`config.mk`:
```
export PLATFORM = sky130hd
export DESIGN_NAME = pipelined_compare
export DESIGN_NICKNAME = d
export VERILOG_FILES = /design/src/rtl/pipelined_compare.sv
export SDC_FILE = /design/constraint.sdc
export NUM_CORES = 1
export LEC_CHECK = 0
export CORE_MARGIN = 2
export CORE_UTILIZATION = 41
export CTS_CLUSTER_DIAMETER = 60
export DETAILED_ROUTE_END_ITERATION = 16
export PLACE_DENSITY = 0.71
export RECOVER_POWER = 100
export SYNTH_ARGS = -nofsm -noshare
export SYNTH_HDL_FRONTEND = slang
export SYNTH_SLANG_ARGS = --single-unit
```
`constraint.sdc`:
```
create_clock -name CLK -period 1.2 [get_ports CLK]
set_input_delay 0.18 -clock CLK [delete_from_list [all_inputs] [get_ports CLK]]
set_output_delay 0.18 -clock CLK [all_outputs]
set_load 0.02 [all_outputs]
```
`src/rtl/pipelined_compare.sv`:
```
// Pipelined magnitude/equality comparator: signed or unsigned, run-time LT/LE/EQ/NE select.
// Latency STAGES = WIDTH/CHUNK cycles; one result per cycle while O_READY is high.
// Backpressure: the whole pipe freezes while O_VALID && !O_READY, and I_READY drops with it.
//
// Ports: CLK/RESETN (sync active-low), I_VALID/I_READY/I0/I1/SIGNED/OP on the input side,
//        O_VALID/O_READY/O/O_LT/O_EQ on the result side.
// WIDTH must be a multiple of CHUNK.
module pipelined_compare #(
    parameter int WIDTH = 16,
    parameter int CHUNK = 4
) (
    input  logic             CLK,
    input  logic             RESETN,
    input  logic             I_VALID,
    output logic             I_READY,
    input  logic [WIDTH-1:0] I0,
    input  logic [WIDTH-1:0] I1,
    input  logic             SIGNED,
    input  logic [1:0]       OP,
    output logic             O_VALID,
    input  logic             O_READY,
    output logic             O,
    output logic             O_LT,
    output logic             O_EQ
);
    localparam int STAGES = WIDTH / CHUNK;

    logic en;
    logic [WIDTH-1:0] a_entry;
    logic [WIDTH-1:0] b_entry;

    // A single global enable: every stage advances or holds together.
    assign en      = !O_VALID || O_READY;
    assign I_READY = en;

    // Flipping both MSBs maps two's-complement order onto unsigned order.
    always_comb begin
        a_entry            = I0;
        b_entry            = I1;
        a_entry[WIDTH-1]   = I0[WIDTH-1] ^ SIGNED;
        b_entry[WIDTH-1]   = I1[WIDTH-1] ^ SIGNED;
    end

    for (genvar k = 0; k < STAGES; k++) begin : g_stage
        // Stage registers. a_q/b_q hold the not-yet-consumed upper chunks,
        // shifted down so that the next stage always works on bits [CHUNK-1:0].
        logic             v_q;
        logic [1:0]       op_q;
        logic [WIDTH-1:0] a_q;
        logic [WIDTH-1:0] b_q;
        logic             c_q;
        logic             e_q;

        logic             v_in;
        logic [1:0]       op_in;
        logic [WIDTH-1:0] a_in;
        logic [WIDTH-1:0] b_in;
        logic             c_in;
        logic             e_in;
        logic             c_out;
        logic [CHUNK-1:0] unused_diff;

        if (k == 0) begin : g_first
            assign v_in  = I_VALID;
            assign op_in = OP;
            assign a_in  = a_entry;
            assign b_in  = b_entry;
            assign c_in  = 1'b1;   // the +1 of the two's-complement subtract
            assign e_in  = 1'b1;
        end else begin : g_next
            assign v_in  = g_stage[k-1].v_q;
            assign op_in = g_stage[k-1].op_q;
            assign a_in  = g_stage[k-1].a_q;
            assign b_in  = g_stage[k-1].b_q;
            assign c_in  = g_stage[k-1].c_q;
            assign e_in  = g_stage[k-1].e_q;
        end

        // One carry-chain segment of a + ~b + cin; only the carry is needed.
        assign {c_out, unused_diff} = {1'b0, a_in[CHUNK-1:0]}
                                    + {1'b0, ~b_in[CHUNK-1:0]}
                                    + {{CHUNK{1'b0}}, c_in};

        always_ff @(posedge CLK) begin
            if (!RESETN) begin
                v_q  <= 1'b0;
                op_q <= 2'b00;
                a_q  <= '0;
                b_q  <= '0;
                c_q  <= 1'b1;
                e_q  <= 1'b0;
            end else if (en) begin
                v_q  <= v_in;
                op_q <= op_in;
                a_q  <= a_in >> CHUNK;
                b_q  <= b_in >> CHUNK;
                c_q  <= c_out;
                e_q  <= e_in && (a_in[CHUNK-1:0] == b_in[CHUNK-1:0]);
            end
        end
    end

    // The last stage's shifted operands are fully consumed.
    logic unused_tail;
    assign unused_tail = ^{g_stage[STAGES-1].a_q, g_stage[STAGES-1].b_q};

    logic       last_v;
    logic [1:0] last_op;
    logic       lt_raw;
    logic       eq_raw;
    logic       sel;

    assign last_v  = g_stage[STAGES-1].v_q;
    assign last_op = g_stage[STAGES-1].op_q;
    // No final carry out of a + ~b + 1 means a borrow, i.e. a < b.
    assign lt_raw  = !g_stage[STAGES-1].c_q;
    assign eq_raw  = g_stage[STAGES-1].e_q;

    always_comb begin
        sel = 1'b0;
        case (last_op)
            2'b00:   sel = lt_raw;
            2'b01:   sel = lt_raw || eq_raw;
            2'b10:   sel = eq_raw;
            default: sel = !eq_raw;
        endcase
    end

    // Flags are qualified by valid so bubbles and reset present all-zero outputs.
    assign O_VALID = last_v;
    assign O       = last_v && sel;
    assign O_LT    = last_v && lt_raw;
    assign O_EQ    = last_v && eq_raw;

endmodule

```
==> summary.txt, run 1 <==
area grow syn2layout - 72.5%
largest net degree at the start of global routing - 19
die area - 7940 sq um
Worst Path Buf+Inv - 1
total gr overflow - 0
fin crit period - 1.47 ns
Worst Hold End - g_stage[0].c_q
RSZ-0062 raised after global routing - true
# diodes - 0
Reg2Reg Setup Slack - -0.14 ns
final hold violation count - 0
grt met2 use - 39.1%
clk buf depth - 2
first-pass detailed-route iteration total - 4
most common cell after layout, fill and taps aside - dfxtp_1
DR vias/cell - 5.20
Worst Path Required - 1.02 ns
M3 GR Usage - 5.63%
Setup CP Type - flip-flop to output port
CTS Hold Buffers Added - 0
WP data arrival - 1.29 ns
FP Rows - 31
Initial Util - 41.6%
Clk pin slew, worst setup/hold paths - 0.08 ns
Slew @ Worst Pin - 0.312 ns
# H-tree levels - 3
first-pass GRT wire length - 12600 um
Num CTS Buffers - 9
Top Usage Layer GRT - met2
critical path cell sequence - xor2_1 > nand2_1 > a21boi_1 > buf_4
GP Congestion - 0.769
Tcrit/Tclk final - 122%
Final WS setup - -0.265 ns
sequential share of power - 46.8%
clk_lat worst skew - 0.35 ns
power share of the clock group - 39.2%
core area - 7140 sq um
nets@finish - 478
share of the synthesized area in the top cell type - 45.9%
fillers - 477
Max VDD drop - 0.000764 V
Vias - 2738
Mapped Nets - 400
syn_area_per_cell - 8.60 sq um
initial antenna violation count - 0
global-route met1 utilization - 23.5%
Post-Syn Instances - 345
Clock Skew - 0.00840 ns
most frequent cells in the layout - dfxtp_1 (55), nand2_4 (50), nand2_1 (41)
post-synthesis sequential area ratio - 45.9%
vias in the first global route - 2696
number of I/O port buffers - 43
RR Startpoint - O_VALID
Finished Cell Area - 5120 sq um
die width - 89.1 um
total negative slack - -2.98 ns
CP max FO - 4
Slew headroom - 79.2%
Root Driver - clkbuf_8
crit start category - flip-flop
io pins - 44
ranking of synthesized cells by area - dfxtp_1 (46%), nand2_1 (16%), a21boi_1 (14%)
Detailed Place HPWL - 3870 um
CTS tree - built
fmax - 682 MHz
Power per Cell Area - 1040 nW/um^2
share of cells above drive strength 1 - 50.9%
combinational share of power - 14.0%
DP Area - 3530 sq um
max-cap violations - 0
initial DRC count - 111
sw frac - 25.2%
biggest area consumer among synthesized cells - dfxtp_1
Tot GR Track Use - 20.9%
failing checks - negative setup slack
Hold WC Path Type - primary input to flip-flop
Post-Route Utilization - 71.7%
Internal - 3.98 mW
net switching power - 1.34 mW
Largest stage delay, worst path - 0.37 ns
status - finished, violations left
# DRC - 0
crit end category - output port
synthesized area - 2970 sq um
#FFs+latches synth - 68
Setup violations, final - 52
Lkg Pwr - 2.28 nW
remaining antenna violation count - 0
slowest CP cell - dfxtp_4
hold_sp - RESETN
yosys warns - 0
Die Y - 89.1 um
Distinct cells, synth - 26
worst hold stages - 2
R2R cell count - 6
WL per Instance - 17.0 um
reg2reg end - g_stage[2].c_q
clk sinks - 68
final wirelength - 8950 um
critical path's top delay family - flip-flops
final slew viol count - 0
## registers in the layout (all words and copies together), names as in the netlist
| register | count |
|---|---|
| g_stage.a_q | 24 |
| g_stage.op_q | 8 |
| g_stage.e_q | 3 |
| eq_raw | 1 |
| g_stage.v_q | 3 |
| O_VALID | 1 |
| g_stage.c_q | 4 |
| g_stage.b_q | 24 |
## worst max-delay path by stage
stage                        from                  to  cells past startpoint
2_1_floorplan   g_stage[1].b_q[0]      g_stage[2].c_q                      5
5_1_grt        g_stage[3].op_q[1]                   O                      4
3_3_place_gp              O_READY             I_READY                      4
4_1_cts                    eq_raw                   O                      4
6_report       g_stage[3].op_q[1]                   O                      4
3_5_place_dp              O_READY  g_stage[3].op_q[0]                      7
## cells in the mapped netlist, drive strengths merged
master / n
nand4: 4
and2: 3
o21a: 1
a21boi: 62
a31oi: 3
clkbuf: 6
inv: 17
o2111ai: 5
nor2b: 2
nor3b: 3
dfxtp: 68
and3: 3
o22a: 1
xnor2: 2
and2b: 1
a21oi: 4
buf: 15
o211a: 2
a211o: 3
xor2: 1
ha: 16
nand2: 123
## layout make-up
type / count / area (sq um) / area share, %
multi-input cells: 239 / 2110 / 41.3
flip-flops and latches: 68 / 1380 / 27.0
repair buffers: 88 / 1210 / 23.7
clock buffers: 9 / 124 / 2.42
well taps: 99 / 124 / 2.42
clock inverters: 7 / 91.3 / 1.78
inverters: 17 / 68.8 / 1.34
## stage by stage
stage | hold WS [ns] | power [mW] | setup WS (ns) | std cells
after floorplan | 0.319 | 2.75 | 0.00472 | 345
after global placement | 0.438 | 2.96 | -0.473 | 481
after CTS | 0.170 | 5.14 | -0.229 | 531
final | 0.167 | 5.31 | -0.265 | 527
after detailed placement | 0.442 | 2.98 | -0.533 | 481
after global routing | 0.174 | 5.46 | -0.309 | 527
## power groups by stage
stage	sequential, mW	clock, mW	combinational [mW]
after floorplan	2.47	0	0.285
after global placement	2.48	0	0.479
after detailed placement	2.48	0	0.493
after CTS	2.45	2.08	0.616
after global routing	2.49	2.17	0.798
final	2.48	2.08	0.744
## what timing repair did
action,4_1_cts,5_1_grt
setup endpoints to repair,68,71
buffers inserted,18,5
resized for setup,126,162
pin swaps,88,87
cloned,17,1
## cell families after synthesis
kind of cell / Yosys count / share of synthesized area (%)
xor+xnor: 3 / 0.885
compound gates: 81 / 20.6
flops: 68 / 45.9
buf+inv: 38 / 6.83
simple gates: 139 / 19.1
fa+ha+maj: 16 / 6.75
## metal layers
metal / vias up / wire (um)
met1: 1330 / 3340
li1: 1314 / -
met4: 0 / 204
met2: 71 / 5030
met5: - / 0
met3: 23 / 379
No activity file was read; power rests on OpenSTA's default activity.
==> run 2: changes to the inputs <==
--- a/config.mk
+++ b/config.mk
@@ -16 +16,2 @@
 export SYNTH_SLANG_ARGS = --single-unit
+export TNS_END_PERCENT = 1
==> constraint.sdc (replaced) <==
create_clock -name CLK -period 1.2 [get_ports CLK]
set_input_delay 0.24 -clock CLK [delete_from_list [all_inputs] [get_ports CLK]]
set_output_delay 0.24 -clock CLK [all_outputs]
set_load 0.02 [all_outputs]
==> run 2 against run 1 <==
The run still ends with negative setup slack left; wire length decreased by 38%; critical path depth unchanged; power decreased by 1.4%; sequential share of layout area increased by 8.6 points; count of clock-buffer cells in the layout increased by 1; clock skew decreased by 0.0032 ns; global-route usage decreased by 5.6 points; register-to-register slack improved by 0.02 ns; final area decreased by 25%; non-clock buffer count decreased by 33; worst hold slack improved by 0.27 ns; largest power group unchanged.
==> summary.txt, run 2 (same netlist as run 1, synthesis figures left out) <==
# diodes - 0
nets@finish - 445
initial antenna violation count - 0
fin crit period - 1.47 ns
io pins - 44
power share of the clock group - 43.7%
Hold WC Path Type - primary input to flip-flop
clk sinks - 68
Setup violations, final - 55
first-pass GRT wire length - 9410 um
Worst Path Required - 0.96 ns
# DRC - 0
combinational share of power - 9.9%
first-pass detailed-route iteration total - 4
core area - 7140 sq um
total negative slack - -4.44 ns
Max VDD drop - 0.000655 V
sw frac - 21.2%
crit start category - flip-flop
Initial Util - 41.6%
most frequent cells in the layout - nand2_1 (123), dfxtp_1 (62), a21boi_1 (57)
clk buf depth - 2
remaining antenna violation count - 0
RSZ-0062 raised after global routing - true
CTS Hold Buffers Added - 0
clk_lat worst skew - 0.34 ns
Setup CP Type - flip-flop to output port
Root Driver - clkbuf_8
slowest CP cell - dfxtp_2
most common cell after layout, fill and taps aside - nand2_1
total gr overflow - 0
Placement Setup Slack - -0.632 ns
Slew headroom - 74.8%
# H-tree levels - 3
FP Rows - 31
Detailed Place HPWL - 3740 um
final wirelength - 5510 um
CP max FO - 4
WHS - 0.435 ns
Internal - 4.13 mW
Tcrit/Tclk final - 122%
die area - 7940 sq um
Clk pin slew, worst setup/hold paths - 0.07 ns
vias in the first global route - 2269
Num CTS Buffers - 9
Die Y - 89.1 um
fillers - 715
WP data arrival - 1.23 ns
sequential share of power - 46.4%
number of I/O port buffers - 43
net switching power - 1.11 mW
final slew viol count - 0
WL per Instance - 11.2 um
Largest stage delay, worst path - 0.36 ns
critical path cell sequence - nand2_1 > o22a_1 > a21boi_1 > buf_4
share of cells above drive strength 1 - 12.2%
Clock Skew - 0.00525 ns
area grow syn2layout - 29.4%
Lkg Pwr - 1.57 nW
status - finished, violations left
DR vias/cell - 4.80
GP Congestion - 0.811
Final WS setup - -0.269 ns
Vias - 2372
Power per Cell Area - 1360 nW/um^2
die width - 89.1 um
CTS tree - built
fmax - 681 MHz
crit end category - output port
biggest registers after layout - g_stage.a_q (24), g_stage.b_q (24), g_stage.op_q (8)
max-cap violations - 0
Tot GR Track Use - 15.3%
failing checks - negative setup slack
Slew @ Worst Pin - 0.377 ns
largest net degree at the start of global routing - 65
final hold violation count - 0
initial DRC count - 118
run 2: worst max-delay path: cells and delay by family (launching register included):
family / cells / cell delay, ns
flops: 1 / 0.36
compound gates: 2 / 0.31
buf+inv: 1 / 0.16
simple gates: 1 / 0.06
run 2: cell type report:
class / instances / area, sq um / share of cell area [%]
multi-input cells: 239 / 1450 / 37.6
flip-flops and latches: 68 / 1370 / 35.6
repair buffers: 55 / 591 / 15.4
clock buffers: 10 / 138 / 3.58
well taps: 99 / 124 / 3.22
clock inverters: 6 / 111 / 2.90
inverters: 17 / 63.8 / 1.66
run 2: metal layers:
| layer | wire length (um) | track usage (%) | up-vias |
|---|---|---|---|
| met1 | 2570 | 17.2 | 1101 |
| li1 | - | - | 1229 |
| met4 | 65 | 5.02 | 0 |
| met5 | 0 | 0 | - |
| met3 | 221 | 6.09 | 6 |
| met2 | 2660 | 26.3 | 36 |
run 2: through the flow:
stage,total power [mW],std cells,instance area (sq um),utilization (%)
finish,5.24,494,3840,53.8
global route,5.48,494,3840,53.8
CTS,5.31,494,3810,53.3
detailed placement,2.99,478,3520,49.4
global placement,2.97,478,3520,49.4
floorplan,2.75,345,2970,-
run 2: repair_timing:
item | in CTS | in global routing
setup endpoints to repair | 73 | 70
pin swaps | 30 | 14
setup buffers | 0 | 0
resized for setup | 40 | 8
run 2: path summary, 6_finish.rpt:
kind	from	slack, ns	cells past startpoint	to
worst max-delay path	eq_raw	-0.27	4	O
worst min-delay path	I1[4]	0.43	3	g_stage[0].b_q[0]
worst max register to register	O_VALID	-0.12	6	g_stage[0].a_q[8]
worst min register to register	g_stage[2].op_q[1]	0.44	2	g_stage[3].op_q[1]
run 2: power by group through the flow:
stage                     registers [mW]  clock network (mW)  logic [mW]
after floorplan                     2.47                   0       0.285
after global placement              2.48                   0       0.494
after detailed placement            2.48                   0       0.505
after CTS                           2.43                2.36       0.518
after global routing                2.44                2.45       0.583
final                               2.43                2.29       0.519
